==> config.mk <==
export PLATFORM = sky130hd
export DESIGN_NAME = data_mem_arb
export DESIGN_NICKNAME = d
export VERILOG_FILES = /design/src/rtl/data_mem_arb.sv
export SDC_FILE = /design/constraint.sdc
export NUM_CORES = 1
export LEC_CHECK = 0
export ABC_AREA = 1
export CELL_PAD_IN_SITES_DETAIL_PLACEMENT = 0
export CELL_PAD_IN_SITES_GLOBAL_PLACEMENT = 2
export CORE_MARGIN = 2
export CORE_UTILIZATION = 19
export CTS_CLUSTER_DIAMETER = 30
export DETAILED_ROUTE_END_ITERATION = 10
export PLACE_DENSITY_LB_ADDON = 0.05
export SETUP_SLACK_MARGIN = 0.05
export SYNTH_ARGS = -nofsm -noshare
export SYNTH_HDL_FRONTEND = slang
export SYNTH_SLANG_ARGS = --single-unit
==> constraint.sdc <==
create_clock -name clk -period 1.3 [get_ports clk]
set_input_delay 0.26 -clock clk [delete_from_list [all_inputs] [get_ports clk]]
set_output_delay 0.26 -clock clk [all_outputs]
set_load 0.03 [all_outputs]
==> src/rtl/data_mem_arb.sv <==
// ----------------------------------------------------------------------------
// data_mem_arb
//   Two-port arbiter in front of a single-ported word-wide data memory.
//   Port 0 is the CPU and port 1 is the loader/DMA. One access is serviced at a
//   time through a fixed three-state sequence (IDLE -> ACCESS -> DONE). When
//   both ports request at once, the port that did not win last time gets the
//   memory (round-robin).
//
// Ports
//   clk            single clock, rising-edge state updates
//   rst            asynchronous active-low reset
//   req0/req1      access request per port
//   we0/we1        1 = write, 0 = read
//   addr0/addr1    byte address (AW bits)
//   wdata0/wdata1  32-bit write data
//   gnt0/gnt1      one-cycle pulse: command accepted (the ACCESS cycle)
//   done0/done1    one-cycle pulse: command finished (the DONE cycle)
//   err0/err1      illegal-command flag, valid together with done
//   rdata          shared read data, held until the next read completes
//   busy           high whenever the sequencer is not idle
//   mem_addr       address to the data memory
//   mem_rd/mem_wr  read/write strobes, only ever high in ACCESS
//   mem_wdata      big-endian write word to the memory
//   mem_rdata      read word from the memory
//   dbg_state      current sequencer state, for observation only
//
// Handshake: a requester raises reqN with weN/addrN/wdataN and keeps all of
//   them stable until it sees gntN. The command is captured on the edge that
//   moves the sequencer out of IDLE, so anything changed after gntN is ignored.
//   A request dropped before it is granted is simply withdrawn. A request still
//   high after its own done is sampled again at the next IDLE as a fresh one.
// ----------------------------------------------------------------------------
module data_mem_arb #(
  parameter int ENTRIES = 32,
  // Bits needed to represent ENTRIES-1.
  parameter int AW      = $clog2(ENTRIES)
) (
  input  logic          clk,
  input  logic          rst,
  input  logic          req0,
  input  logic          req1,
  input  logic          we0,
  input  logic          we1,
  input  logic [AW-1:0] addr0,
  input  logic [AW-1:0] addr1,
  input  logic [31:0]   wdata0,
  input  logic [31:0]   wdata1,
  output logic          gnt0,
  output logic          gnt1,
  output logic          done0,
  output logic          done1,
  output logic          err0,
  output logic          err1,
  output logic [31:0]   rdata,
  output logic          busy,
  output logic [AW-1:0] mem_addr,
  output logic          mem_rd,
  output logic          mem_wr,
  output logic [31:0]   mem_wdata,
  input  logic [31:0]   mem_rdata,
  output logic [1:0]    dbg_state
);

  typedef enum logic [1:0] {
    S_IDLE   = 2'd0,
    S_ACCESS = 2'd1,
    S_DONE   = 2'd2
  } state_e;

  // Highest byte address at which a full word still fits in the memory.
  localparam logic [31:0] LAST_WORD = 32'(ENTRIES - 4);

  state_e        state_q, state_d;
  logic          owner_q, owner_d;
  logic          last_owner_q, last_owner_d;
  logic          we_q, we_d;
  logic [AW-1:0] addr_q, addr_d;
  logic [31:0]   wdata_q, wdata_d;
  logic          illegal_q, illegal_d;
  logic [31:0]   rdata_q, rdata_d;

  logic          sel_port;
  logic          sel_we;
  logic [AW-1:0] sel_addr;
  logic [31:0]   sel_wdata;
  logic          sel_illegal;

  // Winner selection: a lone requester wins outright; on a tie the port that
  // was not last served wins.
  always_comb begin
    sel_port = 1'b0;
    if (req0 && req1) begin
      sel_port = ~last_owner_q;
    end else begin
      sel_port = req1;
    end
  end

  assign sel_we      = sel_port ? we1    : we0;
  assign sel_addr    = sel_port ? addr1  : addr0;
  assign sel_wdata   = sel_port ? wdata1 : wdata0;
  assign sel_illegal = (sel_addr[1:0] != 2'b00) || (32'(sel_addr) > LAST_WORD);

  always_comb begin
    state_d      = state_q;
    owner_d      = owner_q;
    last_owner_d = last_owner_q;
    we_d         = we_q;
    addr_d       = addr_q;
    wdata_d      = wdata_q;
    illegal_d    = illegal_q;
    rdata_d      = rdata_q;

    case (state_q)
      S_IDLE: begin
        if (req0 || req1) begin
          state_d      = S_ACCESS;
          owner_d      = sel_port;
          last_owner_d = sel_port;
          we_d         = sel_we;
          addr_d       = sel_addr;
          wdata_d      = sel_wdata;
          illegal_d    = sel_illegal;
        end
      end
      S_ACCESS: begin
        state_d = S_DONE;
        // An illegal command of either kind reports zero read data.
        if (illegal_q) begin
          rdata_d = '0;
        end else if (!we_q) begin
          rdata_d = mem_rdata;
        end
      end
      S_DONE: begin
        state_d = S_IDLE;
      end
      default: begin
        state_d = S_IDLE;
      end
    endcase
  end

  always_ff @(posedge clk or negedge rst) begin
    if (!rst) begin
      state_q      <= S_IDLE;
      owner_q      <= 1'b0;
      // Reset leaves port 1 as last served so port 0 wins the first tie.
      last_owner_q <= 1'b1;
      we_q         <= 1'b0;
      addr_q       <= '0;
      wdata_q      <= '0;
      illegal_q    <= 1'b0;
      rdata_q      <= '0;
    end else begin
      state_q      <= state_d;
      owner_q      <= owner_d;
      last_owner_q <= last_owner_d;
      we_q         <= we_d;
      addr_q       <= addr_d;
      wdata_q      <= wdata_d;
      illegal_q    <= illegal_d;
      rdata_q      <= rdata_d;
    end
  end

  // Strobes and pulses are decoded straight from the state register, so an
  // asynchronous reset in ACCESS removes mem_wr before the memory's falling
  // write edge and no done can follow.
  logic in_access;
  logic in_done;

  assign in_access = (state_q == S_ACCESS);
  assign in_done   = (state_q == S_DONE);

  assign gnt0      = in_access & ~owner_q;
  assign gnt1      = in_access &  owner_q;
  assign done0     = in_done   & ~owner_q;
  assign done1     = in_done   &  owner_q;
  assign err0      = done0 & illegal_q;
  assign err1      = done1 & illegal_q;

  assign mem_rd    = in_access & ~illegal_q & ~we_q;
  assign mem_wr    = in_access & ~illegal_q &  we_q;
  assign mem_addr  = addr_q;
  assign mem_wdata = wdata_q;

  assign rdata     = rdata_q;
  assign busy      = (state_q != S_IDLE);
  assign dbg_state = state_q;

endmodule

* Word level (Yosys, flattened, before mapping)
Index checks and enable logic that the tools add are counted.
** Storage, ports and cells
- Bits of input ports :: 112
- Logic and storage cells :: 42
- Register bits after elaboration :: 75
** Cells by class
- Magnitude comparators :: 1
- Bitwise operators :: 13
- Mux-type cells :: 8
- Equal/unequal tests :: 4
- Reduce and logical (&&, ||, !) cells :: 8
** Operator list (count)
- two-way mux 32 bit :: 3
- AND 1 bit :: 9
- > comparator 5 bit, second input constant :: 1
- two-way mux 5 bit :: 1
- inverter 1 bit :: 4
- one-hot mux 2 bit (2 select lines) :: 1
- AND reduction 2 bit :: 2
- nonzero test 2 bit :: 2
- equality test 2 x 1 -> 1 bit, second input constant :: 1
- equality test 2 bit, second input constant :: 1
- zero test 2 bit :: 1
- logical OR 1 bit :: 2
- two-way mux 1 bit :: 2
- two-way mux 2 bit :: 1
- inequality test 2 x 1 -> 1 bit, second input constant :: 1
- inequality test 2 bit, second input constant :: 1
- logical AND 1 bit :: 1

* Longest topological paths before layout
- Depth after elaboration :: 5
- Depth in mapped cells :: 8

* Least setup slack after synthesis
OpenSTA, ideal clock, no wires.
- Path type :: register to output
- Start point :: register state_q[1], in the netlist dbg_state[1]
- End point :: output port err1
- Buffers on the path :: 0
- Arrival time :: 1588 ps
- Cell stages (with the launch flop) :: 3
- Setup slack :: -548 ps
- Cells stage by stage :: dfrtp_1 -> inv_2 -> nor4_1
** Between the ends
- Cells in the longest elaborated chain, start to end :: 3
** Ends and longest elaborated chain
- from (decl) :: RTL line 73 : state_e state_q, state_d;
- from (signal assigned) :: RTL line 156 : state_q <= state_d;
- equality test 2 bit :: RTL line 174 : assign in_done = (state_q == S_DONE);
- AND 1 bit :: RTL line 179 : assign done1 = in_done & owner_q;
- AND 1 bit :: RTL line 181 : assign err1 = done1 & illegal_q;
- to (decl) :: RTL line 53 : output logic err1,
No other way between the ends.

* Final worst setup path
- Start point :: register state_q[0], in the netlist dbg_state[0]
- End point :: output port done1
** Between the ends
- Cells in the longest elaborated chain, start to end :: 2
** Ends and longest elaborated chain
- equality test 2 bit :: RTL line 174
- AND 1 bit :: RTL line 179
- to (decl) :: RTL line 51 : output logic done1,
No other way between the ends.

==> results.cfg <==
[clock_tree]
cts_buffers = 9
htreeDepth = 3
clk_latency_ps = 330
cts-root-buf = clkbuf_16
cts_tree = yes
clock_sinks = 75
clk_path_buf_depth = 2
clk_pin_slew_worst_paths_ps = 60

[cells_and_area]
diodes = 0
fillers = 1969
multi_input_comb_area_sq_um = 1520
regArea_sq_um = 1880
area_growth_pct = 86.4
nNetsFinal = 790
finish.utilization_pct = 36.3
drive_gt1_share_pct = 31.6

[route]
wl_met2_um = 6140
drcViolationCount = 0
totalWireLength_um = 13300
first_iter_violations = 136
wl_per_cell_um = 14.5
first_pass_iters = 4
vias = 3583
antenna_left = 0
met3WireLength_um = 892
top_layer_used = met4
viasPerCell = 3.91
m1WireLength_um = 6090

[logic_synthesis]
synthXorXnorAreaFrac_pct = 0
netlist_area_sq_um = 3650
netlist_instances = 451
seq_area_frac_synth_pct = 51.4
synth_warnings = 0
yosysUniqueCellTypes = 22
avgSynthCellArea_sq_um = 8.10
synth_fa_ha_area_share_pct = 0
synth_compound_area_share_pct = 8.19
synth_mux_area_share_pct = 0
synth_top_family_by_area = simple AND/OR/NAND/NOR gates
ys_seq_elements = 75
syn_nets = 563
yosys.area_share.simple_pct = 30.8

[die]
row_count = 50
io_pins = 192
initial_core_util_pct = 19.5
fp.dieH_um = 143
die_x_um = 143
die_area_sq_um = 20300
core-area_sq_um = 18800

[placed_design]
dp_hpwl_um = 9410
gp_congestion = 0.743
io_buffers = 191

[grt]
grt_max_degree = 37
grt_pass1_wl_um = 20900
grt_pass1_vias = 3791
grt-ovfl-total = 0
grt_usage_pct = 13.4
antenna_found_initial = 0

[sta]
tightest_slew_ps = 296
skew_ps = 6.25
max_slew_margin_pct = 80.2
drv_slew = 0
fin_crit_sh_pct = 120
fin_crit_ps = 1560
whs_ps = 358
final_hold_viol_count = 0
timing.fmax_mhz = 642
setup_viol = 81
finalWorstSetupSlack_ps = -258
rsz0062_at_grt = true

[power_and_ir_drop]
leakage_nw = 3.36
peakVddDrop_mv = 0.839
power_density_nw_per_um2 = 2470

[worst_setup_path]
required_ps = 1040
cp_max_fo = 5
cp_top_family = flip-flops
critical-path-slowest-cell = dfrtp_2
end_kind = output pin
slowest_delay_ps = 450
worstPathArrival_ps = 1300
critical_path.cell_chain = buf_12 > nor3_4 > buf_12
critPathLaunchType = flop
path_common_cell = buf_12
critPathBufInv = 2
criticalPathCategory = flop to output pin

[flow_run]
cap_violations = 0

[outcome]
status = complete, but fails checks
violations = negative setup slack

[worst_hold_path]
hold_class = input port to asynchronous set/reset pin
## worst register-to-register path, delay by kind of cell, from the launching register on
family	cells	cell delay (ps)
buf+inv	4	620
flops	1	430
simple gates	4	320
## through the flow
stage	std cells	TNS (ps)	worst slack, ps	power, mW	area (sq um)
5_1_grt	917	-13860	-342	17.8	6800
3_5_place_dp	879	-10990	-296	12.8	6140
4_1_cts	912	-9050	-282	16.8	6710
3_3_place_gp	879	-13400	-347	12.8	6140
2_1_floorplan	451	-87.4	-11.1	8.75	3730
6_report	917	-7320	-258	16.8	6800
## sequential cells by signal, summed over array words and instances, names as in the netlist
signal / cells
owner_q: 1
we_q: 1
mem_wdata: 32
dbg_state: 2
illegal_q: 1
mem_addr: 5
last_owner_q: 1
rdata: 32
## cell families after synthesis
logic type / Yosys count
and+or+nand+nor: 277
AOI/OAI and AO/OA: 35
DFF: 75
buffers and inverters: 64
## worst paths after layout
check	startpoint	end	slack [ps]	depth (start not counted)
max	dbg_state[0]	done1	-260	3
min	rst	rdata[17]	360	2
max reg2reg	dbg_state[1]	mem_addr[2]	-160	8
min reg2reg	mem_wdata[3]	mem_wdata[3]	480	2
max in group asynchronous	rst	last_owner_q	400	3
min in group clk	mem_wdata[3]	mem_wdata[3]	480	2
## cell usage after synthesis (all sizes together)
cell type	instances	share of area, %
nor3	2	0.27
dfrtp	74	51
nand3	4	0.55
o21ai	34	7.7
a21oi	1	0.45
dfstp	1	0.72
buf	21	5.0
nand2	260	28
nor4	2	0.34
clkinv	2	0.38
inv	41	4.2
nand3b	2	0.41
nor2	7	0.93
## where the power goes
group	total [mW]	internal, mW	switching, mW	leakage, nW
Combinational	9.75	4.51	5.25	2.24
Clock	2.95	1.93	1.02	0.163
Sequential	4.09	3.37	0.715	0.957
Total	16.8	9.81	6.98	3.36
## cell usage in the layout (no fill, tap or decap), types with 3 or more instances in the layout
master           netlist  final
nand2_1              237    237
clkdlybuf4s50_1        0    110
dfrtp_1               74     71
buf_4                  6     50
inv_1                 37     35
buf_12                 2     32
o21ai_2               30     30
buf_2                  8     25
nand2_2               23     20
buf_6                  5     10
clkbuf_16              0      9
buf_16                 0      4
inv_2                  4      3
nand2_4                0      3
nor2_4                 1      3
nor2_1                 6      3
bufinv_16              0      3
dfrtp_2                0      3
buf_8                  0      3
## final cells by class
cell class              count  area share (%)
clock buffers              12            3.62
clock inverters             4            1.43
inverters                  43            2.67
multi-input cells         312            22.3
flip-flops and latches     75            27.7
well taps                 234            4.30
repair buffers            237            38.0
## per-layer routing
layer | global-route usage [%] | up-vias
met5 | 0 | -
met4 | 4.69 | 0
met3 | 3.59 | 11
met2 | 21.1 | 117
met1 | 17.7 | 1640
li1 | - | 1815
## what timing repair did
action	CTS	global route
buffers inserted	10	5
endpoints found under the setup margin	85	84
hold buffers	1	0
gates cloned	7	0
gates resized for setup	152	8
pin swaps	4	4
endpoints found under the hold margin	15	0
Power figures use the tool's default switching activity.
